**config.mk**
```make
export PLATFORM = sky130hd
export DESIGN_NAME = alu_arbiter_flat
export DESIGN_NICKNAME = d
export VERILOG_FILES = /design/src/rtl/alu_arbiter_if.sv /design/src/rtl/alu_arbiter.sv /design/src/flat_wrapper.sv
export SDC_FILE = /design/constraint.sdc
export NUM_CORES = 1
export LEC_CHECK = 0
export ABC_CLOCK_PERIOD_IN_PS = 2180
export BUFFER_PORTS_ARGS = -buffer_cell sky130_fd_sc_hd__buf_2
export CAP_MARGIN = 20
export CORE_UTILIZATION = 46
export DETAILED_ROUTE_END_ITERATION = 10
export PLACE_DENSITY_LB_ADDON = 0.15
export SYNTH_ARGS = -nofsm -noshare
export SYNTH_HDL_FRONTEND = slang
export SYNTH_SLANG_ARGS = --single-unit
export TNS_END_PERCENT = 5
```
**constraint.sdc**
```tcl
create_clock -name clk -period 2.18 [get_ports clk]
set_input_delay 0.436 -clock clk [delete_from_list [all_inputs] [get_ports clk]]
set_output_delay 0.436 -clock clk [all_outputs]
set_load 0.02 [all_outputs]
```
**src/rtl/alu_arbiter_if.sv**
```systemverilog
// alu_arbiter_if
// Requester-side bus of the ALU arbiter: four packed request channels plus
// the shared response signals.
//   req       4   request per requester
//   op_in     12  opcodes, requester i on [3i+2:3i]
//   a_in      24  operand A, requester i on [6i+5:6i]
//   b_in      24  operand B, same packing as a_in
//   ack       4   one-hot acknowledge pulse
//   rsp_data  6   result, valid in the ack cycle
//   grant_id  2   current or last granted requester
//   busy      1   arbiter is executing or responding
//
// Handshake: a requester raises req[i] with its op/a/b stable and keeps it
// high until it sees ack[i]. ack[i] is a single-cycle pulse, and rsp_data is
// valid in that same cycle. The requester drops req[i] on the edge where it
// samples ack[i]. Operands are captured only on the grant edge.
interface alu_arbiter_if;
  logic [3:0]  req;
  logic [11:0] op_in;
  logic [23:0] a_in;
  logic [23:0] b_in;
  logic [3:0]  ack;
  logic [5:0]  rsp_data;
  logic [1:0]  grant_id;
  logic        busy;

  modport slave (
    input  req, op_in, a_in, b_in,
    output ack, rsp_data, grant_id, busy
  );

  modport master (
    output req, op_in, a_in, b_in,
    input  ack, rsp_data, grant_id, busy
  );
endinterface

```
**src/rtl/alu_arbiter.sv**
```systemverilog
// alu_arbiter
// Round-robin arbiter and sequencer that shares one 6-bit ALU between four
// requesters. The winner's opcode and operands are latched at grant, then
// held on the ALU for ALU_LAT cycles. The result is captured and returned
// with a one-cycle ack.
// Ports:
//   clk, rst_n   clock (rising edge), asynchronous active-low reset
//   bus          requester bus (alu_arbiter_if.slave)
//   alu_a/alu_b  operands to the ALU (registered)
//   alu_opcode   result multiplexer select (registered)
//   alu_result   result multiplexer output
//   state_dbg    current FSM state (IDLE=0, EXEC=1, RESP=2)
module alu_arbiter #(
  parameter int unsigned ALU_LAT = 1
) (
  input  logic          clk,
  input  logic          rst_n,
  alu_arbiter_if.slave  bus,
  output logic [5:0]    alu_a,
  output logic [5:0]    alu_b,
  output logic [2:0]    alu_opcode,
  input  logic [5:0]    alu_result,
  output logic [1:0]    state_dbg
);

  localparam logic [1:0] S_IDLE = 2'd0;
  localparam logic [1:0] S_EXEC = 2'd1;
  localparam logic [1:0] S_RESP = 2'd2;

  localparam logic [3:0] CNT_LOAD = 4'(ALU_LAT - 1);

  logic [1:0] state;
  logic [1:0] ptr;
  logic [3:0] cnt;

  logic       win_found;
  logic [1:0] win_id;
  logic [1:0] idx;

  // Round-robin pick: scan from the lowest priority (ptr+3) up to ptr.
  // The last hit therefore belongs to the highest-priority requester.
  always_comb begin
    win_found = 1'b0;
    win_id    = ptr;
    idx       = '0;
    for (int k = 3; k >= 0; k--) begin
      idx = ptr + 2'(k);
      if (bus.req[idx]) begin
        win_found = 1'b1;
        win_id    = idx;
      end
    end
  end

  always_ff @(posedge clk or negedge rst_n) begin
    if (!rst_n) begin
      state        <= S_IDLE;
      ptr          <= '0;
      cnt          <= '0;
      bus.ack      <= '0;
      bus.rsp_data <= '0;
      bus.grant_id <= '0;
      bus.busy     <= 1'b0;
      alu_a        <= '0;
      alu_b        <= '0;
      alu_opcode   <= '0;
    end else begin
      case (state)
        S_IDLE: begin
          if (win_found) begin
            alu_opcode   <= bus.op_in[3*win_id +: 3];
            alu_a        <= bus.a_in[6*win_id +: 6];
            alu_b        <= bus.b_in[6*win_id +: 6];
            bus.grant_id <= win_id;
            cnt          <= CNT_LOAD;
            bus.busy     <= 1'b1;
            state        <= S_EXEC;
          end
        end
        S_EXEC: begin
          if (cnt != 4'd0) begin
            cnt <= cnt - 4'd1;
          end else begin
            // alu_result has settled on the operands held since the grant.
            bus.rsp_data <= alu_result;
            bus.ack      <= 4'b0001 << bus.grant_id;
            state        <= S_RESP;
          end
        end
        S_RESP: begin
          // The pointer moves past the requester just served. The next
          // arbitration happens in the following IDLE cycle.
          bus.ack  <= '0;
          ptr      <= bus.grant_id + 2'd1;
          bus.busy <= 1'b0;
          state    <= S_IDLE;
        end
        default: begin
          state <= S_IDLE;
        end
      endcase
    end
  end

  assign state_dbg = state;

endmodule

```
**src/flat_wrapper.sv**
```systemverilog
// flat-port wrapper written by rule: the top's interface ports become plain ports
module alu_arbiter_flat 
#(
  parameter int unsigned ALU_LAT = 1
)
  (clk, rst_n, alu_a, alu_b, alu_opcode, alu_result, state_dbg, bus_req, bus_op_in, bus_a_in, bus_b_in, bus_ack, bus_rsp_data, bus_grant_id, bus_busy);
  alu_arbiter_if bus_i ();
  input  logic clk;
  input  logic rst_n;
  output logic [5:0] alu_a;
  output logic [5:0] alu_b;
  output logic [2:0] alu_opcode;
  input  logic [5:0] alu_result;
  output logic [1:0] state_dbg;
  input wire logic [$bits(bus_i.req)-1:0] bus_req;
  input wire logic [$bits(bus_i.op_in)-1:0] bus_op_in;
  input wire logic [$bits(bus_i.a_in)-1:0] bus_a_in;
  input wire logic [$bits(bus_i.b_in)-1:0] bus_b_in;
  output wire logic [$bits(bus_i.ack)-1:0] bus_ack;
  output wire logic [$bits(bus_i.rsp_data)-1:0] bus_rsp_data;
  output wire logic [$bits(bus_i.grant_id)-1:0] bus_grant_id;
  output wire logic [$bits(bus_i.busy)-1:0] bus_busy;
  assign bus_i.req = bus_req;
  assign bus_i.op_in = bus_op_in;
  assign bus_i.a_in = bus_a_in;
  assign bus_i.b_in = bus_b_in;
  assign bus_ack = bus_i.ack;
  assign bus_rsp_data = bus_i.rsp_data;
  assign bus_grant_id = bus_i.grant_id;
  assign bus_busy = bus_i.busy;
  alu_arbiter #(.ALU_LAT(ALU_LAT)) u_core (.clk(clk), .rst_n(rst_n), .bus(bus_i), .alu_a(alu_a), .alu_b(alu_b), .alu_opcode(alu_opcode), .alu_result(alu_result), .state_dbg(state_dbg));
endmodule
```
# Yosys cells after proc, flatten, opt, wreduce, memory -nomap -nowiden
# Cells that the tools add are included.
[word_totals]
reg_bits = 36
latchBits = 0
ramBits = 0
mem_bits_ro = 0
out_inout_bits = 30
memories = 0
[op_classes]
add_sub_neg = 5
mul = 2
n_div = 0
n_lt_le_gt_ge = 4
n_eq_ne = 5
shift = 4
muxes = 26
bitwise = 1
n_reduce_logical = 11
[op_table]
columns = ["cell", "count"]
rows = [
  ["$shiftx A24 B6 Y6", 2],
  ["$pmux W4 S2", 2],
  ["$lt A2 B3 Y1 const B", 4],
  ["$mux W2", 6],
  ["$mux W4", 3],
  ["$shiftx A12 B5 Y3", 1],
  ["$reduce_and A2 Y1", 5],
  ["$mux W1", 9],
  ["$bmux W1 S2", 4],
  ["$mul A2 B2 Y4 const A", 2],
  ["$reduce_bool A2 Y1", 3],
  ["$add A2 B1 Y2 const B", 2],
  ["$add A2 B2 Y2 const B", 2],
  ["$ne A2 B1 Y1 const B", 2],
  ["$pmux W2 S2", 1],
  ["$reduce_bool A4 Y1", 1],
  ["$shl A1 B2 Y4 const A", 1],
  ["$sub A4 B1 Y4 const B", 1],
  ["$reduce_and A3 Y1", 1],
  ["$eq A2 B1 Y1 const B", 1],
  ["$eq A2 B2 Y1 const B", 1],
  ["$logic_not A2 Y1", 1],
  ["$ne A2 B2 Y1 const B", 1],
  ["$pmux W1 S2", 1],
  ["$not A1 Y1", 1],
]

# Depth between registers and ports, before layout
[logic_depth]
depth_word = 9
mapped_depth = 7
ltp_nobuf = 7

# Worst setup path before layout
# OpenSTA, ideal clock, no wires.
[synth_timing]
kind = "input to register"
startpoint = "input port bus_req[2]"
endpoint = "register u_core.alu_a[4]"
setup_ns = 0.132
arrival_time_ns = 1.451
setup_slack_ns = 0.597
stages = 6
path_buffers = 1
cell_sequence = "nor2b_1 a2111oi_4 a21oi_4 buf_6 mux2i_1 o221ai_2"
[synth_via]
elab_chain_cells = 8
word_cells_on_any_way = 19
classes_between = "1 x mul; 1 x shift; 16 x mux; 1 x reduce/logical"
[synth_rtl]
columns = ["item", "line_no", "source"]
rows = [
  ["start: declaration", "flat_wrapper.sv:15", "input wire logic [$bits(bus_i.req)-1:0] bus_req;"],
  ["$bmux W1 S2", "alu_arbiter.sv:48", "if (bus.req[idx]) begin"],
  ["$mux W1 (not written as such)", "alu_arbiter.sv:48", ""],
  ["$mux W2 (4 in a row)", "alu_arbiter.sv:48", ""],
  ["$mul A2 B2 Y4", "alu_arbiter.sv:72", "alu_a <= bus.a_in[6*win_id +: 6];"],
  ["$shiftx A24 B6 Y6", "alu_arbiter.sv:72", ""],
  ["end signal: assignment", "alu_arbiter.sv:72", ""],
  ["end: declaration", "alu_arbiter.sv:19", "output logic [5:0] alu_a,"],
]
# Several ways; a longest one is shown, not always the timed one. The select of a mux whose other input is x is not followed.
# A chain may end at the register's enable or synchronous reset.

# Worst setup path after layout
[layout_timing]
startpoint = "register u_core.ptr[1]"
endpoint = "register u_core.alu_a[5]"
[layout_via]
elab_chain_cells = 9
word_cells_on_any_way = 22
classes_between = "3 x add/sub; 1 x mul; 1 x shift; 16 x mux; 1 x reduce/logical"
[layout_rtl]
columns = ["item", "line_no", "source"]
rows = [
  ["start: declaration", "alu_arbiter.sv:33", "logic [1:0] ptr;"],
  ["start signal: assignment", "alu_arbiter.sv:94", "ptr <= bus.grant_id + 2'd1;"],
  ["$add A2 B2 Y2", "alu_arbiter.sv:47", "idx = ptr + 2'(k);"],
  ["$bmux W1 S2", "alu_arbiter.sv:48", ""],
  ["$mux W1 (not written as such)", "alu_arbiter.sv:48", ""],
  ["$mux W2 (4 in a row)", "alu_arbiter.sv:48", ""],
  ["$mul A2 B2 Y4", "alu_arbiter.sv:72", ""],
  ["$shiftx A24 B6 Y6", "alu_arbiter.sv:72", ""],
]
# Several ways; a longest one is shown, not always the timed one. The select of a mux whose other input is x is not followed.

==> qor.yml <==
dpl_cell_area_um2: 2586
grt_usage_pct: 20.58
avgSynthCellArea_um2: 10.67
cts_max_path_buffers: 2
antenna_found_initial: 0
die_area_um2: 4771
period_minus_slack_ns: 1.831
cp_num_buf_inv: 0
power.leakage_nw: 1.413
fin_setup_tns_ns: 0
crit_fanout: 15
synth_compound_area_share_pct: 14.93
critPathLaunchType: "flop"
top_usage_layer: "met2"
synth_cell_types: 36
syn_nets: 272
finalCritPeriodShare_pct: 83.98
grtUsageMet1_pct: 26.77
path_class: "flop to flop"
grt_pass1_wl_mm: 7.872
insertion_delay_ns: 0.28
area_growth_pct: 28.30
ys_top_cells_by_area: "dfrtp_1, mux2i_1, nand2_1"
status: "finished, final reports clean"
ir_worst_vdd_mv: 0.7008
synth_top_area_cell: "dfrtp_1"
syn_inst: 194
clock-root-buffer: "clkbuf_8"
final_common_cell: "buf_2"
hp-class: "input pin to async pin"
num_antenna_cells: 0
row_count: 24
die_w_um: 69.08
regArea_um2: 900.9
holdWs_ns: 0.2297
cap_violations: 0
dpl.hpwl_mm: 3.447
nNetsFinal: 373
syn_area_um2: 2069
final_hold_viol_count: 0
remaining_drc_errors: 0
cp_slowest_cell: "dfrtp_1"
yosysSeqAreaShare_pct: 43.53
dr.pass1.iters: 4
slowest_delay_ns: 0.51
drive_gt1_share_pct: 43.00
synth_ff_type: "dfrtp_1"
grt-ovfl-total: 0
cts_tree: "done"
finalWeightedCongestion: 0.7819
critical_path_arrival_ns: 1.97
synth_xor_area_share_pct: 0.8464
wl_mm: 4.711
maxSlewHeadroom_pct: 47.45
ant_nets: 0
fin_area_um2: 2655
required_ns: 2.31
synthAdderAreaFrac_pct: 3.628
coreArea_um2: 4324
yosysTopAreaCellShare_pct: 43.53
path_cells: "o22ai_1 -> a222oi_1 -> nand2b_2 -> o221ai_1"
endpoint_kind: "flop"
postCtsSetupBuffers: 0
critPathTopFamily: "compound AO/OA/AOI/OAI gates"
p_per_area_nw_per_um2: 1426
start_util_pct: 47.86
synthSimpleGateAreaFrac_pct: 16.08
synth_edf_count: 0
use_met2_pct: 33.98
grt_pass1_vias: 1727
rsz0062_at_grt: "false"
cts_resized: 0
fmax_mhz: 546.2
slew_violations: 0
vias: 1753
setup-violations-final: 0
cts_sinks: 36
port_buffers: 101
holdBufCountCts: 0
fin_skew_ns: 0.005248
multiInputGateArea_um2: 1046
drt_iter0_drc: 87
grt_max_degree: 37
wire_per_inst_um: 13.66
synthMuxAreaShare_pct: 15.05
synth_top_family_by_area: "simple AND/OR/NAND/NOR gates"
fin_ws_ns: 0.3491
cts-buffers-inserted: 5
regToRegSetupSlack_ns: 0.35
die_y_um: 69.08
async_reset_ff_share_pct: 100.0
ys_seq_elements: 36
avgViaCountPerCell: 5.081
grtUsageMet3_pct: 4.971
final_cell_mix: "buf_2, nand2_1, dfrtp_1, mux2i_1"
htree_levels: 2
tightestPinTransition_ns: 0.7882
place_ws_ns: 0.2331
fin_util_pct: 61.40
fillers: 391
pin_count: 102
clkTransAtPathRegs_ns: 0.06
yosysWarnings: 0
-- flip-flops by register name, summed over array words and instances (netlist names) --
register             flops
u_core.alu_a             6
u_core.alu_b             6
u_core.bus.rsp_data      6
u_core.bus.ack           4
u_core.cnt               4
u_core.alu_opcode        3
u_core.bus.grant_id      2
u_core.ptr               2
u_core.state_dbg         2
u_core.bus.busy          1
-- final timing paths --
| kind | depth (start not counted) | startpoint | endpoint |
|---|---|---|---|
| hold reg to reg | 2 | u_core.bus.rsp_data[4]$_DFFE_PN0P_ | u_core.bus.rsp_data[4]$_DFFE_PN0P_ |
| setup reg to reg | 4 | u_core.ptr[1]$_DFFE_PN0P_ | u_core.alu_a[5]$_DFFE_PN0P_ |
| hold / removal | 1 | rst_n | u_core.bus.busy$_DFFE_PN0P_ |
| min in group clk | 3 | alu_result[4] | u_core.bus.rsp_data[4]$_DFFE_PN0P_ |
| max in group asynchronous | 1 | rst_n | u_core.alu_a[5]$_DFFE_PN0P_ |
| setup / recovery | 4 | u_core.ptr[1]$_DFFE_PN0P_ | u_core.alu_a[5]$_DFFE_PN0P_ |
-- layer usage --
layer  vias to the layer above  share of wire [%]  wire, um
li1                        885                  -         -
met1                       803                 46      2169
met2                        59                 48      2254
met3                         6                4.9       232
met4                         0                1.2        55
met5                         -                  0         0
-- worst reg2reg max path, delay by kind of cell, from the launching register on --
family	cells	cell delay (ns)
flops	1	0.51
simple gates	1	0.47
compound gates	3	0.70
-- kinds of logic after synthesis --
kind of cell               after synthesis
buffers and inverters                   19
xor gates and xnor gates                 2
AOI/OAI and AO/OA                       29
and+or+nand+nor                         71
adders and majority gates                6
muxes                                   31
DFF                                     36
-- area by class of cell --
cell class / instances / area share [%]
clock buffer: 5 / 2.592
multi-input combinational: 139 / 39.40
tap: 52 / 2.451
inverter: 9 / 1.272
sequential: 36 / 33.93
timing repair buffer: 104 / 20.36
-- Yosys cell counts (2+ instances only) --
cell / number
ha_1: 6
nand2_1: 46
o21ai_0: 3
inv_1: 9
buf_6: 4
o21ai_1: 2
nor2_1: 6
nor2b_1: 3
clkbuf_1: 3
o22ai_1: 3
dfrtp_1: 36
o221ai_1: 6
nand3_1: 7
mux2i_1: 30
o221ai_2: 9
-- per-stage QoR --
step | cells | power [W]
finish | 345 | 0.003786
global placement | 340 | 0.003349
floorplan | 194 | 0.002837
CTS | 345 | 0.003832
detailed placement | 340 | 0.003400
global route | 345 | 0.004083
-- power by group --
group,internal (W),switching (W),leakage (nW)
clock,0.000206,0.000208,0.0359
combinational,0.000863,0.00128,0.928
sequential,0.000992,0.000239,0.449
Note: power is estimated with default switching activity, not from simulation.
